[config.mk]
export PLATFORM = sky130hd
export DESIGN_NAME = imm_encoder
export DESIGN_NICKNAME = d
export VERILOG_FILES = /design/src/rtl/imm_encoder.sv
export SDC_FILE = /design/constraint.sdc
export NUM_CORES = 1
export LEC_CHECK = 0
export ABC_AREA = 1
export BUFFER_PORTS_ARGS = -buffer_cell sky130_fd_sc_hd__buf_2
export CAP_MARGIN = 15
export CORE_AREA = 2 2 105 107
export DETAILED_ROUTE_END_ITERATION = 8
export DIE_AREA = 0 0 107 109
export PLACE_DENSITY = 0.78
export SKIP_CTS_REPAIR_TIMING = 1
export SKIP_LAST_GASP = 1
export SYNTH_ARGS = -nofsm -noshare
export SYNTH_HDL_FRONTEND = slang
export SYNTH_SLANG_ARGS = --single-unit
export TNS_END_PERCENT = 10
[constraint.sdc]
create_clock -name clk -period 3.9 [get_ports clk]
set_clock_uncertainty 0.15 [all_clocks]
set_input_delay 0.195 -clock clk [delete_from_list [all_inputs] [get_ports clk]]
set_output_delay 0.195 -clock clk [all_outputs]
set_load 0.005 [all_outputs]
[src/rtl/imm_encoder.sv]
// Instruction-word encoder: packs a field bundle into a 32-bit word by opcode format,
// range-checks the immediate, and emits words with sequential write addresses.
module imm_encoder #(
  parameter int ADDR_W = 12
) (
  input  logic              clk,
  input  logic              reset,
  input  logic              start,
  input  logic [ADDR_W-1:0] base_addr,
  input  logic              in_valid,
  output logic              in_ready,
  input  logic [5:0]        opcode,
  input  logic [4:0]        rd,
  input  logic [4:0]        rs1,
  input  logic [4:0]        rs2,
  input  logic [3:0]        funct,
  input  logic [31:0]       imm,
  output logic              out_valid,
  input  logic              out_ready,
  output logic [31:0]       out_instr,
  output logic [ADDR_W-1:0] out_addr,
  output logic              err,
  output logic [1:0]        err_code,
  input  logic              err_clear,
  output logic [15:0]       count,
  output logic              dbg_state
);

  // Handshakes: a bundle is taken on an edge with in_valid && in_ready; a word is
  // delivered on an edge with out_valid && out_ready. Neither side may retract early.

  typedef enum logic {
    ST_RUN  = 1'b0,
    ST_HALT = 1'b1
  } state_t;

  localparam logic [5:0] OP_ITYPE  = 6'b010011;
  localparam logic [5:0] OP_LOAD   = 6'b000011;
  localparam logic [5:0] OP_STORE  = 6'b100011;
  localparam logic [5:0] OP_BRANCH = 6'b000100;
  localparam logic [5:0] OP_MAC    = 6'b000111;
  localparam logic [5:0] OP_JUMP   = 6'b000010;
  localparam logic [5:0] OP_FSJ    = 6'b111001;

  state_t              r_state;
  state_t              w_state_nxt;
  logic                r_out_valid;
  logic [31:0]         r_out_instr;
  logic [ADDR_W-1:0]   r_out_addr;
  logic [ADDR_W-1:0]   r_next_addr;
  logic [15:0]         r_count;
  logic                r_err;
  logic [1:0]          r_err_code;

  logic [31:0]         w_word;
  logic                w_legal;
  logic                w_known;
  logic                w_accept;
  logic                w_deliver;
  logic                w_in_ready;
  logic                w_imm12_ok;
  logic                w_imm26_ok;
  logic                w_fsj_ok;
  logic [ADDR_W-1:0]   w_addr_sel;

  // Signed-range checks: every bit above the sign bit must replicate it.
  assign w_imm12_ok = (&imm[31:11]) | ~(|imm[31:11]);
  assign w_imm26_ok = (&imm[31:25]) | ~(|imm[31:25]);
  assign w_fsj_ok   = (imm[31:24] == {8{imm[23]}}) && (imm[15:8] == {8{imm[7]}});

  always_comb begin
    w_word        = '0;
    w_word[31:26] = opcode;
    w_legal       = 1'b0;
    w_known       = 1'b1;
    case (opcode)
      OP_ITYPE, OP_LOAD: begin
        w_word[25:21] = rs1;
        w_word[20:16] = rd;
        w_word[15:4]  = imm[11:0];
        w_word[3:0]   = funct;
        w_legal       = w_imm12_ok;
      end
      OP_STORE, OP_BRANCH: begin
        w_word[25:21] = imm[11:7];
        w_word[20:16] = rs1;
        w_word[15:11] = rs2;
        w_word[10:4]  = imm[6:0];
        w_word[3:0]   = funct;
        w_legal       = w_imm12_ok;
      end
      OP_MAC: begin
        w_word[25:21] = rd;
        w_word[20:16] = rs1;
        w_word[15:11] = rs2;
        w_word[5:0]   = imm[5:0];
        w_legal       = ~(|imm[31:6]);
      end
      OP_JUMP: begin
        w_word[25:0]  = imm[25:0];
        w_legal       = w_imm26_ok;
      end
      OP_FSJ: begin
        w_word[25:21] = imm[23:19];
        w_word[20:16] = rs1;
        w_word[15:11] = rs2;
        w_word[10:8]  = imm[18:16];
        w_word[7:0]   = imm[7:0];
        w_legal       = w_fsj_ok;
      end
      default: w_known = 1'b0;
    endcase
  end

  assign w_in_ready = (r_state == ST_RUN) && (!r_out_valid || out_ready);
  assign w_accept   = in_valid && w_in_ready;
  assign w_deliver  = r_out_valid && out_ready;
  // A same-edge start supplies the address for the bundle taken with it.
  assign w_addr_sel = start ? base_addr : r_next_addr;

  always_comb begin
    w_state_nxt = r_state;
    case (r_state)
      ST_RUN:  if (w_accept && !w_legal) w_state_nxt = ST_HALT;
      ST_HALT: if (err_clear) w_state_nxt = ST_RUN;
      default: w_state_nxt = ST_RUN;
    endcase
  end

  always_ff @(posedge clk or posedge reset) begin
    if (reset) r_state <= ST_RUN;
    else       r_state <= w_state_nxt;
  end

  always_ff @(posedge clk or posedge reset) begin
    if (reset) begin
      r_out_valid <= 1'b0;
      r_out_instr <= '0;
      r_out_addr  <= '0;
      r_next_addr <= '0;
      r_count     <= '0;
      r_err       <= 1'b0;
      r_err_code  <= 2'b00;
    end else begin
      if (w_deliver) r_out_valid <= 1'b0;
      if (start)     r_next_addr <= base_addr;
      if (w_accept && w_legal) begin
        r_out_valid <= 1'b1;
        r_out_instr <= w_word;
        r_out_addr  <= w_addr_sel;
        r_next_addr <= w_addr_sel + ADDR_W'(4);
      end
      if (start)          r_count <= '0;
      else if (w_deliver) r_count <= r_count + 16'd1;
      if (w_accept && !w_legal) begin
        r_err      <= 1'b1;
        r_err_code <= w_known ? 2'b01 : 2'b10;
      end else if ((r_state == ST_HALT) && err_clear) begin
        r_err      <= 1'b0;
        r_err_code <= 2'b00;
      end
    end
  end

  assign in_ready  = w_in_ready;
  assign out_valid = r_out_valid;
  assign out_instr = r_out_instr;
  assign out_addr  = r_out_addr;
  assign err       = r_err;
  assign err_code  = r_err_code;
  assign count     = r_count;
  assign dbg_state = r_state;

endmodule

* Yosys cells after proc, flatten, opt, wreduce, memory -nomap -nowiden
Cells that the tools add are included.
** Word-level totals
- Register bits :: 77
- Bits in latches :: 0
- Bits in writable memories :: 0
- ROM bits :: 0
- Bits of input ports :: 75
- Output and inout port bits :: 66
- Logic and storage cells :: 67
- Memories kept :: 0
** Operators by class
- $add $sub $neg :: 2
- Multiply operators :: 0
- Divide/modulo/power cells :: 0
- Order comparisons :: 0
- Eq/ne operators :: 9
- Shift operators :: 0
- Multiplexer cells :: 19
- Bitwise operators :: 6
- Reduce and logical (&&, ||, !) cells :: 23
** Operator list (count)
- case mux 15 bit (5 select lines) :: 1
- 2-to-1 mux 16 bit :: 2
- OR reduction 26 bit :: 1
- 2-to-1 mux 12 bit :: 2
- AND reduction 21 bit :: 1
- OR reduction 21 bit :: 1
- adder 16 x 1 -> 16 bit (second input constant) :: 1
- == test 8 bit :: 2
- case mux 5 bit (3 select lines) :: 1
- OR reduction 7 bit :: 2
- adder 12 x 3 -> 12 bit (second input constant) :: 1
- == test 6 x 2 -> 1 bit (second input constant) :: 2
- == test 6 x 3 -> 1 bit (second input constant) :: 2
- == test 6 bit (second input constant) :: 2
- case mux 6 bit (2 select lines) :: 1
- logical AND 1 bit :: 7
- 2-to-1 mux 1 bit :: 7
- AND reduction 7 bit :: 1
- == test 6 x 5 -> 1 bit (second input constant) :: 1
- 2-to-1 mux 2 bit :: 3
- nonzero test 2 bit :: 3
- inverter 1 bit :: 4
- case mux 1 bit (4 select lines) :: 1
- OR reduction 2 bit :: 2
- other kinds (6) :: 8

* Depth between registers and ports, before layout
Gate-level depths: netlist of run 1.
- Depth after elaboration :: 8
- Depth in mapped cells :: 15
- Mapped depth without buffers :: 13

* Least setup slack after synthesis of run 1
OpenSTA, ideal clock, no wires.
- Path kind :: register -> register
- Start point :: register r_count[0] (netlist: count[0])
- End point :: register r_count[12] (netlist: count[12])
- Setup time :: 123 ps
- Data arrival time :: 1435 ps
- Data required time :: 3627 ps
- Path slack :: 2192 ps
- Cell stages (with the launch flop) :: 8
- Path buffers :: 0
- Period minus slack after synthesis :: 1708 ps
- Path through :: dfrtp_1 ha_1 inv_1 nor3_1 nand4_1 nor2_1 nand2_1 nor3b_1
** Between the ends
- Cells in the longest elaborated chain, start to end :: 3
** RTL lines
- start: declaration :: line 51 : logic [15:0] r_count;
- start signal: assignment :: line 154 : else if (w_deliver) r_count <= r_count + 16'd1;
- adder 16 x 1 -> 16 bit :: line 154
- 2-to-1 mux 16 bit :: line 154
- 2-to-1 mux 16 bit :: line 153 : if (start) r_count <= '0;
Every way passes these cells. The select of a mux whose other input is x is not followed.
A chain may end at the register's enable or synchronous reset.

* Final worst setup path of run 1
- Start point :: input port opcode[2]
- End point :: register r_out_addr[10] (netlist: out_addr[10])
** Between the ends
- Cells in the longest elaborated chain, start to end :: 4
- Elaborated cells on any way between the ends :: 10
- Classes of those cells :: eq/ne: 7; mux: 1; reduce/logical: 2
** RTL lines
- start: declaration :: line 12 : input logic [5:0] opcode,
- == test 6 bit, or another cell as far along :: line 76 : case (opcode)
- OR reduction 4 bit (no line)
- case mux 1 bit (4 select lines) (*) :: line 76
- logical AND 1 bit (*) :: line 147 : if (w_accept && w_legal) begin
- end signal: assignment :: line 150 : r_out_addr <= w_addr_sel;
- end: declaration :: line 49 : logic [ADDR_W-1:0] r_out_addr;
Every way passes the cells marked *; elsewhere a longest branch is shown, timed or not.

==> summary.md, run 1 <==
| Metric | Value |
|---|---|
| GRT Resource Usage Total | 0.259 |
| Worst reg2reg path depth | 7 |
| Row count | 38 |
| Vias in the first global route | 5,040 |
| First-pass GRT wire length | approximately 24 mm |
| Vias per inst | between 5 and 6 |
| Reg2reg end | out_addr[10] |
| Final setup fails | 0 |
| Antenna-violating nets left | 0 |
| DP HPWL | roughly 11 mm |
| Hold path depth | 3 |
| Worst-Margin Slew | approximately 0.81 ns |
| Die W | 107 um |
| P_leak | about 3.5 nW |
| Violated checks | negative hold slack |
| Synth Warn # | 0 |
| Synth Area per Inst | between 6 and 7 um^2 |
| Routability cong. | 0.980 |
| Compound-Gate Fraction of Synth Area | 0.0846 |
| Residual DRC | 0 |
| Synth Area in Simple Gates | 0.413 |
| R2R setup slack | approximately 1.8 ns |
| Clock root buffer | clkbuf_8 |
| H-tree levels | 3 |
| Core Region | 10,600 um^2 |
| Critical path fanouts, max | 37 |
| TNS Setup | 0 ns |
| Port-buffer cells | 140 |
| Clock-pin slew on the worst setup and hold paths | 0.07 ns |
| Drt first pass iters | 5 |
| Initial Util | 0.484 |
| Startpoint Class | input port |
| Clk sinks | 77 |
| Crit path arrival time | between 2 and 2.5 ns |
| Ports | 141 |
| Slew HR | 0.457 |
| MaxCap Viol Count | 0 |
| Longest Clk Path Bufs | 2 |
| Fmax | approximately 420 MHz |
| Die Y | between 100 and 150 um |
| CP Capture Point | out_addr[10] |
| Final core occ | 0.581 |
| Slew Limit Fails | 0 |
| Synth Cell Area | approximately 5100 um^2 |
| Synth-to-Final Area Change | 19.9% |
| Post-Syn Nets | 876 |
| Final hold viol count | 2 |
| Seq/Total Area, Yosys | 0.375 |
| Hold Slack | -0.00638 ns |
| Largest family of logic cells by synthesized area | simple AND/OR/NAND/NOR gates |
| Wire per inst | 13.7 um |
| Fill cells | approximately 1,100 |
| Grt total ovfl | 0 |
| Largest net degree at the start of global routing | 48 |
| Seq cells post-synth | 77 |
| Worst slack at placement | 1.14 ns |
| Synth Area in Adders | 0.00975 |
| Worst-Skew Late Latency | about 0.36 ns |
| Routed WL | around 15 mm |
| RSZ-0062 raised after global routing | false |
| Inserted Diodes | 0 |
| Total Power | between 1.5 and 2 mW |
| Tmin final | roughly 2.4 ns |
| Die Footprint | roughly 12,000 um^2 |
| Crit path launch | opcode[2] |
| Outcome | finished with violations |
| DR vias | between 5,000 and 6,000 |
| Worst hold-check path type | input port to flip-flop |
| Post-synthesis xor/xnor area fraction | 0.00341 |
| Power Density | about 280 nW/um^2 |
| Final Cycle Share | 0.615 |
| Starting DRT DRC Count | about 430 |
| Crit Path Class | input port to flip-flop |
| CP required | roughly 4.0 ns |
| CTS tree | done |
| Initial antenna violation count | 0 |
| Final Net Count | roughly 1,000 |
| Mux share of post-synthesis cell area | 0 |
| Setup crit end kind | flip-flop |
| Final worst setup slack | roughly 1.5 ns |
| Layout cell share with drive strength beyond 1 | 0.194 |
| Yosys cell types | 37 |
| Start of the worst register-to-register path | out_valid |
| CTS buffer count | 9 |
| Post-Syn Instances | around 800 |
| Worst vdd ir | ~140 uV |
-- area by class of cell --
type	count	area, um^2	share of cell area
Clock inverter	4	72.6	0.0118
Clock buffer	11	141	0.0230
Multi-Input combinational cell	580	2620	0.426
Timing Repair Buffer	150	788	0.128
Inverter	115	433	0.0703
Tap cell	140	175	0.0284
Sequential cell	77	1930	0.313
-- through the flow --
step / std cells / hold WS [ns] / area (um^2)
CTS: 1072 / -0.171 / 6110
floorplan: 797 / 0.141 / 5130
finish: 1077 / -0.00638 / 6160
global placement: 1057 / 0.211 / 5890
detailed placement: 1057 / 0.216 / 5890
global route: 1077 / 0.0118 / 6160
-- state kept, by name, indices dropped and copies added (netlist names) --
name	flops
r_next_addr	12
count	16
err	1
out_instr	32
err_code	2
dbg_state	1
out_valid	1
out_addr	12
-- cell families after synthesis --
logic type               Yosys count
AND/OR/NAND/NOR                  495
buffers and inverters            140
XOR/XNOR                           2
flip-flops                        77
AO/OA/AOI/OAI                     79
adder cells (fa/ha/maj)            4
-- Yosys cell counts, drive strengths merged --
| cell | instances | area [um^2] |
|---|---|---|
| o22ai | 3 | 18.8 |
| o221a | 1 | 11.3 |
| o211ai | 1 | 7.51 |
| nand4 | 25 | 156 |
| and3 | 2 | 12.5 |
| o21a | 1 | 7.51 |
| dfrtp | 77 | 1930 |
| nor2 | 104 | 418 |
| or2 | 3 | 18.8 |
| a22oi | 6 | 45.0 |
| o21ai | 45 | 229 |
| nor4 | 1 | 6.26 |
| o21bai | 1 | 7.51 |
| nand3 | 61 | 315 |
| nand2 | 278 | 1050 |
| nand3b | 7 | 65.1 |
| a21o | 1 | 7.51 |
| xor2 | 2 | 17.5 |
| inv | 114 | 428 |
| clkinv | 1 | 3.75 |
| clkbuf | 6 | 22.5 |
| buf | 19 | 133 |
| nor3b | 1 | 7.51 |
| ha | 4 | 50.1 |
| a21oi | 20 | 100 |
| nor3 | 13 | 65.1 |
-- worst min-delay path by stage --
stage | start | end
2_1_floorplan | err_clear | dbg_state
3_3_place_gp | reset | out_addr[1]
3_5_place_dp | reset | out_instr[20]
4_1_cts | reset | out_addr[1]
5_1_grt | opcode[0] | out_instr[26]
6_report | opcode[3] | out_instr[29]
-- worst max-delay path: stages --
cell,delay (ns)
buf_2,0.12
nor2_2,0.17
nand3_1,0.20
nand3_1,0.14
buf_4,0.22
nand2_1,0.09
nand3_2,0.07
buf_4,0.24
nand2_2,0.42
buf_4,0.41
nand2_1,0.09
o21ai_1,0.06
-- report_power, final --
part           internal [mW]  switching, mW  total, mW
Clock                  0.374          0.291      0.665
Combinational         0.0850          0.169      0.254
Sequential             0.818        0.00850      0.827
Total                   1.28          0.468       1.74
-- metal layers --
layer	GRT usage	vias up	share of wire	wire length (um)
met2	0.426	236	0.46	6760
met1	0.342	2451	0.44	6510
met3	0.0508	44	0.071	1050
met5	0	-	0	0
li1	-	2779	-	-
met4	0.0928	0	0.029	434
-- cell usage in the layout, fill, tap and decap left out, types with 3 or more instances in the layout --
master         synthesis  routed
inv_1                109     108
a22oi_1                6       6
nor3_1                13      13
dlygate4sd3_1          0       5
o22ai_1                3       3
ha_1                   4       4
dfrtp_1               77      77
nand4_1               25      25
o21ai_0               25      25
a21oi_1               20      20
clkbuf_8               0      10
nor2_1                99      99
nor2_4                 3       3
o21ai_1               19      19
inv_2                  5       5
or2_2                  3       3
nand2_2                4       4
nand3b_1               6       6
buf_4                  1       5
nand3_1               59      59
nand2_1              274     274
buf_2                 10     140
(Power assumes the default switching activity.)
==> run 2: changes to the inputs <==
Settings changed: CORE_AREA 2 2 105 107 to 2 2 107 109, DIE_AREA 0 0 107 109 to 0 0 109 111, PLACE_DENSITY 0.78 to 0.79.
Clock period 3.9 ns to 2 ns, I/O delays scaled along.
==> summary.md, run 2 (synthesized netlist as in run 1, its figures left out) <==
| Metric | Value |
|---|---|
| Hold path depth | 5 (was 3) |
| Fill cells | 1,101 (was 1,081) |
| Min-Delay Startpoint | rs1[0] (was opcode[3]) |
| Initial Util | 0.463 (was 0.484) |
| CTS buffer count | 9 (unchanged) |
| Longest Clk Path Bufs | 2 (unchanged) |
| Final hold viol count | 6 (was 2) |
| Vias in the first global route | 5,381 (was 5,040) |
| Slew Limit Fails | 0 (unchanged) |
| Crit path arrival time | 1.93 ns (was 2.47 ns) |
| Worst reg2reg path depth | 7 (unchanged) |
| H-tree levels | 3 (unchanged) |
| Routability cong. | 0.991 (was 0.980) |
| Worst hold-check path type | input port to flip-flop (unchanged) |
| Port-buffer cells | 140 (unchanged) |
| R2R setup slack | 0.19 ns (was 1.82 ns) |
| Ports | 141 (unchanged) |
| Die Footprint | 12,100 um^2 (was 11,700 um^2) |
| Final Cycle Share | 0.927 |
| CP required | 2.08 ns (was 3.97 ns) |
| Die Y | 111 um (was 109 um) |
| Worst vdd ir | 478 uV (was 137 uV) |
| Worst Hold End | out_instr[21] (was out_instr[29]) |
| Worst-Margin Slew | 0.637 ns (was 0.814 ns) |
| Drt first pass iters | 6 (was 5) |
| Storage cell area | 1930 um^2 (unchanged) |
| Clock root buffer | clkbuf_16 (was clkbuf_8) |
| Startpoint Class | input port (unchanged) |
| Starting DRT DRC Count | 397 (was 427) |
| Synth-to-Final Area Change | 27.8% (was 19.9%) |
| Clock-pin slew on the worst setup and hold paths | 0.06 ns (was 0.07 ns) |
| Final setup fails | 0 (unchanged) |
| Final worst setup slack | 0.146 ns (was 1.50 ns) |
| Clk sinks | 77 (unchanged) |
| Crit Path Class | input port to flip-flop (unchanged) |
| Most common cell after layout, fill and taps aside | nand2_1 (unchanged) |
| P_leak | 3.69 nW (was 3.49 nW) |
| Max reg flops | 32 (unchanged) |
| DR vias | 5,706 (was 5,510) |
| Commonest non-fill, non-tap cells in the layout | nand2_1, buf_2, inv_1 (unchanged) |
| Grt total ovfl | 0 (unchanged) |
| TNS Setup | 0 ns (unchanged) |
| Start of the worst register-to-register path | out_valid (unchanged) |
| Setup crit end kind | flip-flop (unchanged) |
| Antenna-violating nets left | 0 (unchanged) |
| Reg2reg end | out_instr[8] (was out_addr[10]) |
| Critical path fanouts, max | 23 (was 37) |
| Routed WL | 15.4 mm (was 14.8 mm) |
| Core Region | 11,100 um^2 (was 10,600 um^2) |
| GRT Resource Usage Total | 0.265 (was 0.259) |
| Hold Slack | -0.0308 ns (was -0.00638 ns) |
| Layout cell share with drive strength beyond 1 | 0.211 (was 0.194) |
| CTS tree | done (unchanged) |
| Die W | 109 um (was 107 um) |
| Power Density | 591 nW/um^2 (was 283 nW/um^2) |
| Row count | 39 (was 38) |
| DP HPWL | 11.9 mm (was 11.3 mm) |
| Residual DRC | 0 (unchanged) |
| Worst-Skew Late Latency | 0.34 ns (was 0.36 ns) |
| Slew HR | 0.574 (was 0.457) |
| Fmax | between 500 and 600 MHz |
| Initial antenna violation count | 0 (unchanged) |
| Violated checks | negative hold slack (unchanged) |
| Tmin final | 1.85 ns |
| Wire per inst | 13.9 um (was 13.7 um) |
| Outcome | finished with violations (unchanged) |
| Multi-input logic area | 2620 um^2 (unchanged) |
| First-pass GRT wire length | 25.6 mm (was 23.8 mm) |
| Inserted Diodes | 0 (unchanged) |
| Final Net Count | 1,044 (was 1,012) |
| RSZ-0062 raised after global routing | false (unchanged) |
| MaxCap Viol Count | 0 (unchanged) |
| Worst slack at placement | 0.156 ns (was 1.14 ns) |
| Vias per inst | 5.13 (was 5.12) |
| Largest net degree at the start of global routing | 29 (was 48) |
==> run 2: through the flow <==
stage | hold slack, ns | util | power, mW | cell area (um^2) | cells
2_1_floorplan | 0.0464 | - | 1.91 | 5140 | 797
3_3_place_gp | 0.0603 | 0.549 | 2.15 | 6080 | 1081
3_5_place_dp | 0.0603 | 0.549 | 2.16 | 6080 | 1081
4_1_cts | -0.289 | 0.578 | 3.87 | 6400 | 1097
5_1_grt | 0.00660 | 0.592 | 4.04 | 6560 | 1113
6_report | -0.0308 | 0.592 | 3.88 | 6560 | 1113
==> run 2: how the worst max path moves through the flow <==
stage	from	end	slack (ns)
floorplan	count[0]	count[12]	0.29
global placement	imm[23]	out_instr[4]	0.20
detailed placement	imm[23]	out_instr[8]	0.16
CTS	out_valid	out_instr[29]	0.19
global route	opcode[1]	out_addr[11]	0.0009
finish	opcode[1]	r_next_addr[2]	0.15
==> run 2: where the power goes <==
part / internal [mW] / total (mW) / switching [mW]
combinational: 0.202 / 0.543 / 0.341
sequential: 1.60 / 1.61 / 0.0164
clock: 1.07 / 1.72 / 0.647
==> run 2: worst max-delay path, cell delays in order <==
cell and delay [ns]:
buf_2 0.12, dlygate4sd3_1 0.55, inv_1 0.10, nand4_1 0.13, nand3_1 0.22, nand2_1 0.10, nand3_2 0.10, buf_4 0.26
nand3_1 0.13, nand2_1 0.09, inv_1 0.04
==> run 2: final cells by class <==
type | count | area share
well taps | 143 | 0.0273
clock buffers | 12 | 0.0406
inverters | 115 | 0.0663
repair buffers | 182 | 0.165
multi-input cells | 580 | 0.399
flip-flops and latches | 77 | 0.294
clock inverters | 4 | 0.00820
==> run 2: metal layers <==
layer	vias to the layer above	GRT usage	share of wire
met1	2589	0.357	0.44
met2	236	0.420	0.46
li1	2847	-	-
met5	-	0	0
met3	34	0.0588	0.077
met4	0	0.0880	0.025
==> run 3: changes to the inputs <==
Settings changed: PLACE_DENSITY 0.79 to 0.76, TNS_END_PERCENT 10 to not set.
==> summary.md, run 3 (synthesized netlist as in run 1, its figures left out) <==
| Metric | Value |
|---|---|
| Total Power | 3.79 mW (was 3.88 mW) |
| H-tree levels | 3 (unchanged) |
| Multi-input logic area | 2620 um^2 (unchanged) |
| First-pass GRT wire length | 25.7 mm (was 25.6 mm) |
| Worst hold-check path type | input port to flip-flop (unchanged) |
| Largest net degree at the start of global routing | 59 (was 29) |
| Ports | 141 (unchanged) |
| Die Footprint | 12,100 um^2 (unchanged) |
| Slew HR | 0.681 (was 0.574) |
| Row count | 39 (unchanged) |
| Clock-pin slew on the worst setup and hold paths | 0.06 ns (about the same) |
| P_int | 2.81 mW (was 2.87 mW) |
| Grt total ovfl | 0 (unchanged) |
| Initial antenna violation count | 0 (unchanged) |
| Final Net Count | 1,038 (was 1,044) |
| Worst-Margin Slew | 0.474 ns (was 0.637 ns) |
| Clk pwr share | 0.434 (was 0.444) |
| Final worst setup slack | 0.0890 ns (was 0.146 ns) |
| Net Sw Frac | 0.258 (was 0.259) |
| CP most frequent cell | nand3_1 |
| MaxCap Viol Count | 0 (unchanged) |
| Comb power frac | 0.141 (was 0.140) |
| Buf+Inv Stages, Crit Path | 4 (was 5) |
| Clock root buffer | clkbuf_16 (unchanged) |
| Vias in the first global route | 5,411 (was 5,381) |
| GRT Resource Usage Total | 0.270 (was 0.265) |
| Worst vdd ir | 354 uV (was 478 uV) |
| Final setup fails | 0 (unchanged) |
| Core Region | 11,100 um^2 (unchanged) |
| Final core occ | 0.588 (was 0.592) |
| Sequential share of power | 0.426 (was 0.416) |
| Final hold viol count | 10 (was 6) |
| CTS buffer count | 9 (unchanged) |
| Slowest-stage cell, CP | dlygate4sd3_1 (unchanged) |
| Most common cell after layout, fill and taps aside | nand2_1 (unchanged) |
| Residual DRC | 0 (unchanged) |
| Hold Slack | -0.0481 ns (was -0.0308 ns) |
| Routed WL | 15.7 mm (was 15.4 mm) |
| DP HPWL | 12.0 mm (was 11.9 mm) |
| Worst slack at placement | 0.152 ns (was 0.156 ns) |
| Setup crit end kind | flip-flop (unchanged) |
| Outcome | finished with violations (unchanged) |
| Fmax | 523 MHz (was 539 MHz) |
| Crit path arrival time | 1.98 ns (was 1.93 ns) |
| Worst-Skew Late Latency | 0.34 ns (about the same) |
| Critical Path Max Stage Delay | 0.57 ns (was 0.55 ns) |
| Tmin final | 1.91 ns (was 1.85 ns) |
| Die W | 109 um (unchanged) |
| DR vias | 5,725 (was 5,706) |
| CTS tree | done (unchanged) |
| Cells along the critical path | buf_2 > dlygate4sd3_1 > inv_1 > nand3_1 > nor2_4 > nand3_1 > nor2_1 > nor2_2 > nand3_2 > nand2_2 > buf_12 > nand2_1 > o21ai_1 (was buf_2 > dlygate4sd3_1 > inv_1 > nand4_1 > nand3_1 > nand2_1 > nand3_2 > buf_4 > nand3_1 > nand2_1 > inv_1) |
| Layout cell share with drive strength beyond 1 | 0.209 (was 0.211) |
| Placed Area | 6080 um^2 (about the same) |
| Antenna-violating nets left | 0 (unchanged) |
| Longest Clk Path Bufs | 2 (unchanged) |
| Clk sinks | 77 (unchanged) |
| Violated checks | negative hold slack (unchanged) |
| Wire per inst | 14.2 um (was 13.9 um) |
| Power Density | 582 nW/um^2 (was 591 nW/um^2) |
| Storage cell area | 1930 um^2 (unchanged) |
| Starting DRT DRC Count | 463 (was 397) |
| Crit Path Class | input port to flip-flop (unchanged) |
| Slew Limit Fails | 0 (unchanged) |
| CP required | 2.07 ns (was 2.08 ns) |
| Initial Util | 0.463 (unchanged) |
| Inserted Diodes | 0 (unchanged) |
| Commonest non-fill, non-tap cells in the layout | nand2_1, buf_2, inv_1 (unchanged) |
| Switching Power | 979 uW (was 1.00 mW) |
| Die Y | 111 um (unchanged) |
| Drt first pass iters | 6 (unchanged) |
| Port-buffer cells | 140 (unchanged) |
| Routability cong. | 1.05 (was 0.991) |
| Vias per inst | 5.18 (was 5.13) |
| Max reg flops | 32 (unchanged) |
| Design Area, Final | 6520 um^2 (was 6560 um^2) |
| Synth-to-Final Area Change | 26.9% (was 27.8%) |
| Final Cycle Share | 0.956 (was 0.927) |
| Critical path fanouts, max | 36 (was 23) |
| P_leak | 3.67 nW (was 3.69 nW) |
| R2R setup slack | 0.24 ns (was 0.19 ns) |
| Startpoint Class | input port (unchanged) |
| CP top delay family | buffers and inverters (unchanged) |
| Fill cells | 1,059 (was 1,101) |
run 3: per-layer routing:
metal  share of wire  track usage  vias to the layer above  routed length (um)
li1                -            -                     2831                   -
met1            0.42        0.354                     2615                6550
met2            0.48        0.434                      241                7500
met3           0.076       0.0553                       38                1200
met4           0.030        0.104                        0                 467
met5               0            0                        -                   0
run 3: power groups by stage:
stage / Clock (mW) / Sequential [mW] / Combinational (mW)
after global routing: 1.75 / 1.62 / 0.598
final: 1.64 / 1.62 / 0.533
after detailed placement: 0 / 1.64 / 0.507
after floorplan: 0 / 1.64 / 0.269
after global placement: 0 / 1.64 / 0.503
after CTS: 1.67 / 1.62 / 0.510
run 3: worst paths after layout:
kind,end,from,depth (start not counted)
max in group asynchronous,out_valid,reset,4
setup reg to reg,err_code[1],out_valid,7
setup / recovery,out_instr[30],opcode[3],13
hold reg to reg,out_instr[24],out_instr[24],2
min in group asynchronous,out_instr[29],reset,3
hold / removal,out_instr[13],rs2[2],5
run 3: tightest hold or removal path, delay by kind of cell:
kind	cells	cell delay, ns
AO/OA/AOI/OAI	1	0.07
buffers and inverters	1	0.07
AND/OR/NAND/NOR	3	0.17
run 3: layout make-up:
class	count	share of cell area
clock buffer	11	0.0388
multi-input combinational	580	0.402
timing repair buffer	176	0.162
tap	143	0.0275
sequential	77	0.296
inverter	115	0.0668
clock inverter	4	0.00730
run 3: stage by stage:
stage / instances / TNS (ns)
finish: 1106 / 0
global route: 1106 / -0.0224
CTS: 1093 / 0
detailed placement: 1078 / 0
global placement: 1078 / 0
floorplan: 797 / 0
